--- config.mk ---
export PLATFORM = sky130hd
export DESIGN_NAME = click_rr_merge
export DESIGN_NICKNAME = d
export VERILOG_FILES = /design/src/rtl/click_pkg.sv /design/src/rtl/click_sync.sv /design/src/rtl/click_rr_merge.sv
export SDC_FILE = /design/constraint.sdc
export NUM_CORES = 1
export LEC_CHECK = 0
export ABC_AREA = 1
export BUFFER_PORTS_ARGS = -buffer_cell sky130_fd_sc_hd__clkbuf_2
export CELL_PAD_IN_SITES_DETAIL_PLACEMENT = 0
export CELL_PAD_IN_SITES_GLOBAL_PLACEMENT = 2
export CORE_ASPECT_RATIO = 1.1
export CORE_UTILIZATION = 30
export CTS_CLUSTER_DIAMETER = 200
export DETAILED_ROUTE_END_ITERATION = 6
export PLACE_DENSITY = 0.83
export SYNTH_ARGS = -nofsm -noshare
export SYNTH_HDL_FRONTEND = slang
export SYNTH_SLANG_ARGS = --single-unit
--- constraint.sdc ---
create_clock -name clk -period 5.7 [get_ports clk]
set_clock_uncertainty 0.2 [all_clocks]
set_input_delay 1.14 -clock clk [delete_from_list [all_inputs] [get_ports clk]]
set_output_delay 1.14 -clock clk [all_outputs]
set_load 0.01 [all_outputs]
--- src/rtl/click_pkg.sv ---
// Shared types and helpers for the click round-robin merge.
package click_pkg;

  // Widest pending vector rr_pick accepts; instances use the low N_REQ bits.
  localparam int unsigned MAX_REQ = 64;

  typedef enum logic [1:0] {
    IDLE,
    WAIT_ACK,
    RELEASE
  } arb_state_t;

  // Channel index width; a single bit is kept even for one channel.
  function automatic int unsigned id_width(input int unsigned n);
    return (n > 1) ? $clog2(n) : 1;
  endfunction

  // First pending index after 'last', wrapping modulo n (not a power of two).
  function automatic int unsigned rr_pick(input logic [MAX_REQ-1:0] pending,
                                          input int unsigned         last,
                                          input int unsigned         n);
    int unsigned idx;
    int unsigned pick;
    logic        found;
    idx   = last;
    pick  = 0;
    found = 1'b0;
    for (int unsigned k = 0; k < n; k++) begin
      idx = idx + 1;
      if (idx >= n) idx = 0;
      if (!found && pending[idx]) begin
        pick  = idx;
        found = 1'b1;
      end
    end
    return pick;
  endfunction

endpackage

--- src/rtl/click_sync.sv ---
// Multi-stage flop chain bringing asynchronous phase toggles into clk.
module click_sync #(
  parameter int unsigned     WIDTH   = 1,
  parameter int unsigned     STAGES  = 2,
  parameter logic [WIDTH-1:0] RST_VAL = '0
) (
  input  logic             clk,
  input  logic             rst,
  input  logic [WIDTH-1:0] d,
  output logic [WIDTH-1:0] q
);

  logic [WIDTH-1:0] chain [STAGES];

  // Shift the input through STAGES flops; reset loads the idle phase.
  always_ff @(posedge clk) begin
    if (rst) begin
      for (int unsigned i = 0; i < STAGES; i++) chain[i] <= RST_VAL;
    end else begin
      chain[0] <= d;
      for (int unsigned i = 1; i < STAGES; i++) chain[i] <= chain[i-1];
    end
  end

  assign q = chain[STAGES-1];

endmodule

--- src/rtl/click_rr_merge.sv ---
// Round-robin merge of N_REQ two-phase click channels onto one click output.
module click_rr_merge
  import click_pkg::*;
#(
  parameter  int unsigned N_REQ       = 4,
  parameter  int unsigned DATA_WIDTH  = 7,
  parameter  int unsigned SYNC_STAGES = 2,
  parameter  logic        PHASE_INIT  = 1'b0,
  localparam int unsigned ID_W        = id_width(N_REQ)
) (
  input  logic                              clk,
  input  logic                              rst,
  input  logic [N_REQ-1:0]                  in_req,
  output logic [N_REQ-1:0]                  in_ack,
  input  logic [N_REQ*(DATA_WIDTH+1)-1:0]   in_data,
  output logic                              out_req,
  input  logic                              out_ack,
  output logic [DATA_WIDTH:0]               out_data,
  output logic [ID_W-1:0]                   out_id,
  output logic                              busy
);

  arb_state_t           state;
  logic [ID_W-1:0]      last_grant;
  logic [N_REQ-1:0]     in_req_s;
  logic                 out_ack_s;
  logic [N_REQ-1:0]     pending;
  logic [MAX_REQ-1:0]   pending_ext;
  logic                 any_pending;
  logic                 out_done;
  logic [ID_W-1:0]      grant;
  logic [DATA_WIDTH:0]  data_arr [N_REQ];

  click_sync #(
    .WIDTH  (N_REQ),
    .STAGES (SYNC_STAGES),
    .RST_VAL({N_REQ{PHASE_INIT}})
  ) u_req_sync (
    .clk(clk),
    .rst(rst),
    .d  (in_req),
    .q  (in_req_s)
  );

  click_sync #(
    .WIDTH  (1),
    .STAGES (SYNC_STAGES),
    .RST_VAL(PHASE_INIT)
  ) u_ack_sync (
    .clk(clk),
    .rst(rst),
    .d  (out_ack),
    .q  (out_ack_s)
  );

  assign pending     = in_req_s ^ in_ack;
  assign any_pending = |pending;
  assign out_done    = (out_ack_s == out_req);

  // Pick the next pending channel after the last one served.
  always_comb begin
    pending_ext              = '0;
    pending_ext[N_REQ-1:0]   = pending;
    grant = ID_W'(rr_pick(pending_ext, 32'(last_grant), N_REQ));
  end

  // Split the bundled input data into per-channel words.
  always_comb begin
    for (int unsigned i = 0; i < N_REQ; i++) begin
      data_arr[i] = in_data[i*(DATA_WIDTH+1) +: (DATA_WIDTH+1)];
    end
  end

  // Arbitration FSM: grant, wait for downstream ack, then acknowledge upstream.
  always_ff @(posedge clk) begin
    if (rst) begin
      state      <= IDLE;
      out_req    <= PHASE_INIT;
      in_ack     <= {N_REQ{PHASE_INIT}};
      out_data   <= '0;
      out_id     <= '0;
      busy       <= 1'b0;
      last_grant <= ID_W'(N_REQ - 1);
    end else begin
      case (state)
        IDLE: begin
          if (any_pending) begin
            out_data <= data_arr[grant];
            out_id   <= grant;
            out_req  <= ~out_req;
            busy     <= 1'b1;
            state    <= WAIT_ACK;
          end
        end
        WAIT_ACK: begin
          if (out_done) begin
            in_ack[out_id] <= ~in_ack[out_id];
            last_grant     <= out_id;
            state          <= RELEASE;
          end
        end
        RELEASE: begin
          // Guard cycle so the just-cleared pending bit is visible before
          // the next arbitration.
          busy  <= 1'b0;
          state <= IDLE;
        end
        default: state <= IDLE;
      endcase
    end
  end

endmodule

# After elaboration in Yosys (flattened, before gate mapping)
# Memory sizes are Yosys's and may differ from the RTL's.
# Index checks and enable logic that the tools add are counted.
[op_classes] addsub=4 n_lt_le_gt_ge=11 n_eq_ne=5 n_mux=39 bitwise_logic=8 reduce_logical=14
[op_table] op="32-bit by 3-bit >= comparator with 1-bit output, second input constant" count=2
[op_table] op="32-bit by 7-bit less-than comparator with 1-bit output, second input constant" count=2
[op_table] op="32-bit by 1-bit adder with 32-bit output, second input constant" count=1
[op_table] op="32-bit two-way mux" count=1
[op_table] op="1-bit binary-select mux with 6-bit select" count=4
[op_table] op="8-bit binary-select mux with 2-bit select" count=1
[op_table] op="8-bit two-way mux" count=2
[op_table] op="1-bit two-way mux" count=15
[op_table] op="2-bit two-way mux" count=6
[op_table] op="4-bit two-way mux" count=3
[op_table] op="2-bit AND reduction" count=4
[op_table] op="3-bit by 7-bit less-than comparator with 1-bit output, second input constant" count=1
[op_table] op="4-bit by 7-bit less-than comparator with 1-bit output, second input constant" count=1
[op_table] op="3-bit >= comparator, second input constant" count=2
[op_table] op="4-bit by 1-bit adder with 5-bit output, second input constant" count=1
[op_table] op="5-bit two-way mux" count=1
[op_table] op="3-bit by 1-bit adder with 4-bit output, second input constant" count=1
[op_table] op="4-bit bitwise mux" count=1
[op_table] op="4-bit by 3-bit >= comparator with 1-bit output, second input constant" count=1
[op_table] op="1-bit logical AND" count=4
[op_table] op="2-bit != test, second input constant" count=2
[op_table] op="1-bit OR" count=4
[op_table] op="2-bit one-hot mux with 2 select lines" count=1
[op_table] op="4-bit OR reduction" count=1
[op_table] op="16 further kinds" count=19
[totals] reg_bits=20 ramBits=10 input_bits=39 output_inout_bits=16 n_memories=2
[mem_list] name="u_req_sync.chain" words=2 width=4 read_ports=2 rd_clocked_by_memory_dff=0 write_ports=2 line="click_sync.sv:13" source="logic [WIDTH-1:0] chain [STAGES];"
[mem_list] name="u_ack_sync.chain" words=2 width=1 read_ports=2 rd_clocked_by_memory_dff=0 write_ports=2 line="click_sync.sv:13"

# Longest topological paths before layout
[logic_depth] ltp_word=20 mapped_depth=19

# Modules after synthesis
# From an unflattened synthesis, not the netlist that was laid out.
[unflattened] cells_unflattened=338 area_unflattened_um2=2229.6
[by_module_without_submodules] module="click_rr_merge" n_inst=1 cells_per_inst=303 area_per_inst_um2=1913.1
[by_module_without_submodules] module="click_sync at u_req_sync" n_inst=1 cells_per_inst=29 area_per_inst_um2=261.5
[by_module_without_submodules] module="click_sync at u_ack_sync" n_inst=1 cells_per_inst=6 area_per_inst_um2=55.1

# Worst setup path before layout
# OpenSTA, ideal clock, no wires.
[synth_path] kind="flip-flop to flip-flop" from="register last_grant[0]" to="register out_data[4]" setup_ps=109 arrival_ps=2214 t_required_ps=5391 slack_ps=3177 stages_incl_launch_ff=18 n_path_buf=1 period_less_slack_ps=2523 cell_sequence="dfxtp_1 > inv_1 > ha_1 > inv_1 > nand3_1 > nand2_1 > nor2_4 > nand2_1 > nand3_4 > nor2_4 > nand2_4 > nand2_8 > buf_12 > nand2_2 > nand3_1 > nand3_1 > nand2_1 > inv_1"
[synth_via] elab_chain_cells=20 elab_cells_between_ends=37 classes_between="add/sub: 4; order compare: 4; mux: 22; bitwise: 1; reduce/logical: 6"
[synth_rtl] item="from (decl)" line="click_rr_merge.sv:24" source="logic [ID_W-1:0] last_grant;"
[synth_rtl] item="from (signal assigned)" line="click_rr_merge.sv:83" source="last_grant <= ID_W'(N_REQ - 1);"
[synth_rtl] item="from (signal assigned)" line="click_rr_merge.sv:98" source="last_grant <= out_id;"
[synth_rtl] item="2-bit by 1-bit adder with 3-bit output *" line="click_pkg.sv:29" source="idx = idx + 1;"
[synth_rtl] item="3-bit >= comparator" line="click_pkg.sv:30" source="if (idx >= n) idx = 0;"
[synth_rtl] item="3-bit two-way mux *" line="click_pkg.sv:30"
[synth_rtl] item="3-bit by 1-bit adder with 4-bit output" line="click_pkg.sv:29"
[synth_rtl] item="4-bit by 3-bit >= comparator with 1-bit output" line="click_pkg.sv:30"
[synth_rtl] item="4-bit two-way mux" line="click_pkg.sv:30"
[synth_rtl] item="4-bit by 1-bit adder with 5-bit output or 1-bit binary-select mux with 6-bit select (tied branches)" line="click_pkg.sv:29, click_pkg.sv:31"
[synth_rtl] item="32-bit by 3-bit >= comparator with 1-bit output or 1-bit two-way mux (tied branches)" line="click_pkg.sv:30, click_pkg.sv:31"
[synth_rtl] item="[... 3 more ...]"
[synth_rtl] item="32-bit two-way mux or 1-bit logical AND (tied branches)" line="click_pkg.sv:30, click_pkg.sv:31"
[synth_rtl] item="1-bit binary-select mux with 6-bit select or 1-bit two-way mux (tied branches)" line="click_pkg.sv:31" source="if (!found && pending[idx]) begin"
[synth_rtl] item="1-bit two-way mux (implied by the code) or 1-bit zero test (tied branches)" line="click_pkg.sv:31"
[synth_rtl] item="1-bit logical AND" line="click_pkg.sv:31"
[synth_rtl] item="2-bit two-way mux *" line="click_pkg.sv:31"
[synth_rtl] item="2-bit inverter with 3-bit output (implied by the code) *" line="click_rr_merge.sv:88" source="out_data <= data_arr[grant];"
[synth_rtl] item="8-bit binary-select mux with 2-bit select *" line="click_rr_merge.sv:88"
[synth_rtl] item="8-bit two-way mux (implied by the code) * (2 in a row)" line="click_rr_merge.sv:88"
[synth_rtl] item="to (signal assigned)" line="click_rr_merge.sv:88"
[synth_rtl] item="to (decl)" line="click_rr_merge.sv:18" source="output logic [DATA_WIDTH:0] out_data,"
# Every way passes the cells marked *; elsewhere a longest branch is shown, timed or not. The select of a mux whose other input is x is not followed.
# A chain may end at the register's enable or synchronous reset.

# Worst setup path in the final report
[layout_path] from="register last_grant[0]" to="register out_data[1]"
# The elaborated chain is that of the path after synthesis.

==> flow_metrics.tcl <==
set metrics [dict create \
    wl_per_cell_um 11.53 \
    endpoint "out_data[1]$_SDFFE_PP0P_" \
    arrival_ns 2.81 \
    grt_pass1_wl_um 8811 \
    core_area_um2 6749 \
    ir_drop_uv 412.9 \
    r2r_slack_ns 2.87 \
    rsz0062_at_grt "no" \
    finalSetupViolations 0 \
    crit_start "last_grant[0]$_SDFFE_PP1P_" \
    reg2reg_depth 16 \
    drv_cap 0 \
    drt_wl_total_um 5292 \
    p_leak_nw 1.362 \
    fin_crit_sh 0.4966 \
    synth-seq-cells 30 \
    synthCells 321 \
    relSlewSlack 0.5166 \
    vias_per_cell 4.505 \
    synthDistinctLibCells 32 \
    synthXorXnorAreaFrac 0.004082 \
    layout.cells.non_filler 459 \
    timing_hold_violations_final 0 \
    grt_max_degree 25 \
    htreeDepth 2 \
    ctsResizeCount 0 \
    cpMostUsedCell "nand2_1" \
    synthesis.nets 366 \
    tns_ns 0 \
    start_kind "register" \
    final_max_slew_viol_count 0 \
    dp_hpwl_um 4138 \
    clkSinkCount 30 \
    synth_top_family_by_area "simple AND/OR/NAND/NOR gates" \
    antenna_found_initial 0 \
    area_growth_pct 18.25 \
    place_congestion 0.8388 \
    yosys.area.top_type "dfxtp_1" \
    layout-drive-gt1-share 0.2573 \
    synth_compound_area_frac 0.06356 \
    power_density_nw_per_um2 518.0 \
    crit_chain "inv_1 -> ha_1 -> inv_1 -> nand3_1 -> nand2_1 -> nor2_4 -> nand2_1 -> nand3_4 -> nor2_4 -> nand2_4 -> nand2_8 -> nand2_1 -> nand3_1 -> nand3_1 -> nand2_1 -> inv_1" \
    boundaryPins 55 \
    yosys_warnings 0 \
    globalRouteOverflowTotal 0 \
    grt_pass1_vias 1966 \
    yosys.area_share.simple 0.4752 \
    cts_tree "yes" \
    power_mw 1.314 \
    die_h_um 90.70 \
    required_ns 5.68 \
    num_antenna_cells 0 \
    outcome "completed" \
    dr.first_iter.drc_count 68 \
    ctsHoldBuffers 0 \
    syn_avg_cell_area_um2 6.685 \
    cts_max_path_buffers 2 \
    fin_nets 422 \
    dr.pass1.iters 4 \
    rows 31 \
    dp.cells 452 \
    max_stage_delay_ns 0.53 \
    vias 2068 \
    die_area_um2 7495 \
    die_w_um 82.64 \
    insertion_delay_ns 0.28 \
    cts_root_buf "clkbuf_8" \
    postCtsSetupBuffers 0 \
    muxShareOfSynthArea 0 \
    drc_errors 0 \
    grt_usage 0.1520 \
    synth_top_area_share 0.2799 \
    crit_fanout 17 \
    synthTopCellsByArea "dfxtp_1, nand2_1, inv_1" \
    worstSetupEndpointType "register" \
    clk_pin_slew_ns 0.06 \
    cts-buffers-inserted 5 \
    cpMaxStageDelayCell "dfxtp_1" \
    max_freq_mhz 353.3 \
    holdCritPathClass "reg2reg" \
    ant_nets 0 \
    period_minus_slack_ns 2.831 \
    ys_seq_area_frac 0.2799 \
    tightest_slew_ns 0.7160 \
    initial_utilization 0.3179 \
    rr_endpoint "out_data[1]$_SDFFE_PP0P_" \
    synth_adder_area_share 0.03499 \
    rr_startpoint "last_grant[0]$_SDFFE_PP1P_" \
    portBuffers 54 \
    synth_area_um2 2146 \
    criticalPathCategory "reg2reg" \
]
## kinds of logic (layout without fill, tap and decap cells)
kind of cell	Yosys count	after routing
AOI/OAI and AO/OA	22	22
buffers and inverters	70	126
DFF	30	30
adders and majority gates	6	6
xor gates and xnor gates	1	1
and+or+nand+nor	192	192
## synth_stat cells
cell	instances
nor2_8	1
o311ai_0	1
buf_12	1
nor2_2	1
buf_6	3
clkbuf_1	1
nand4_1	3
nand2_8	1
inv_2	5
nor3_1	2
a21boi_1	1
o21ai_1	1
nand2_2	12
ha_1	6
nand2_4	6
nor2_1	37
nor2_4	3
o21ai_0	8
nand2_1	65
dfxtp_1	30
buf_4	1
inv_1	59
a211o_1	1
nand3_4	1
o21ai_4	1
nand4_2	1
nand3_1	39
nand3b_1	16
a21oi_1	8
a211o_2	1
nand3_2	4
xnor2_1	1
## critical path, delay by kind of cell (launching register included)
| family | cells | cell delay [ns] |
|---|---|---|
| simple gates | 12 | 1.25 |
| flops | 1 | 0.53 |
| fa+ha+maj | 1 | 0.38 |
| buf+inv | 3 | 0.37 |
## final cells by class
cell class	instances	area (um^2)
multi-input combinational	221	1240
inverter	64	240.2
sequential	30	600.6
tap	82	102.6
fill	766	4212
timing repair buffer	55	277.8
clock buffer	7	76.32
## metal layers
layer / track usage / up-vias / wire length (um)
li1: - / 1109 / -
met1: 0.1946 / 924 / 2434
met2: 0.2472 / 30 / 2696
met3: 0.03131 / 5 / 125
met4: 0.05316 / 0 / 36
met5: 0 / - / 0
## metrics by stage
| step | area (um^2) | util | worst slack (ns) | hold slack, ns |
|---|---|---|---|---|
| after floorplan | 2146 | - | 3.177 | 0.1883 |
| after global placement | 2461 | 0.3647 | 2.920 | 0.1897 |
| after detailed placement | 2461 | 0.3647 | 2.851 | 0.1938 |
| after CTS | 2537 | 0.3760 | 2.838 | 0.2021 |
| after global routing | 2537 | 0.3760 | 2.603 | 0.2216 |
| final | 2537 | 0.3760 | 2.869 | 0.1994 |
## how the worst min path moves through the flow
stage | end | from | cells after the start | slack (ns)
3_5_place_dp | u_req_sync.chain[0][4]$_SDFF_PP0_ | u_req_sync.chain[0][0]$_SDFF_PP0_ | 2 | 0.19
2_1_floorplan | u_ack_sync.chain[0][1]$_SDFF_PP0_ | u_ack_sync.chain[0][0]$_SDFF_PP0_ | 2 | 0.19
3_3_place_gp | u_ack_sync.chain[0][1]$_SDFF_PP0_ | u_ack_sync.chain[0][0]$_SDFF_PP0_ | 2 | 0.19
6_report | u_req_sync.chain[0][4]$_SDFF_PP0_ | u_req_sync.chain[0][0]$_SDFF_PP0_ | 2 | 0.20
4_1_cts | u_req_sync.chain[0][4]$_SDFF_PP0_ | u_req_sync.chain[0][0]$_SDFF_PP0_ | 2 | 0.20
5_1_grt | u_req_sync.chain[0][4]$_SDFF_PP0_ | u_req_sync.chain[0][0]$_SDFF_PP0_ | 2 | 0.22
## registers in the layout (all words and copies together), names as in the netlist
register	cells
out_data	8
busy	1
state	2
u_ack_sync.chain	2
out_req	1
last_grant	2
in_ack	4
out_id	2
u_req_sync.chain	8
## power breakdown
group,leakage [nW],internal [mW],switching [mW]
Sequential,0.247,0.261,0.0403
Clock,0.0383,0.0838,0.0733
Combinational,1.08,0.296,0.560
Total,1.36,0.641,0.674
## layout by cell type (no fill, tap or decap), types with 2 or more instances in the layout
cell type / Yosys / final
nand2_1: 65 / 65
inv_1: 59 / 59
clkbuf_2: 0 / 54
nand3_1: 39 / 39
nor2_1: 37 / 37
dfxtp_1: 30 / 30
nand3b_1: 16 / 16
nand2_2: 12 / 12
a21oi_1: 8 / 8
o21ai_0: 8 / 8
nand2_4: 6 / 6
ha_1: 6 / 6
inv_2: 5 / 5
clkbuf_8: 0 / 5
nand3_2: 4 / 4
nor2_4: 3 / 3
nand4_1: 3 / 3
nor3_1: 2 / 2
clkbuf_1: 1 / 2
No activity file was read; power rests on OpenSTA's default activity.
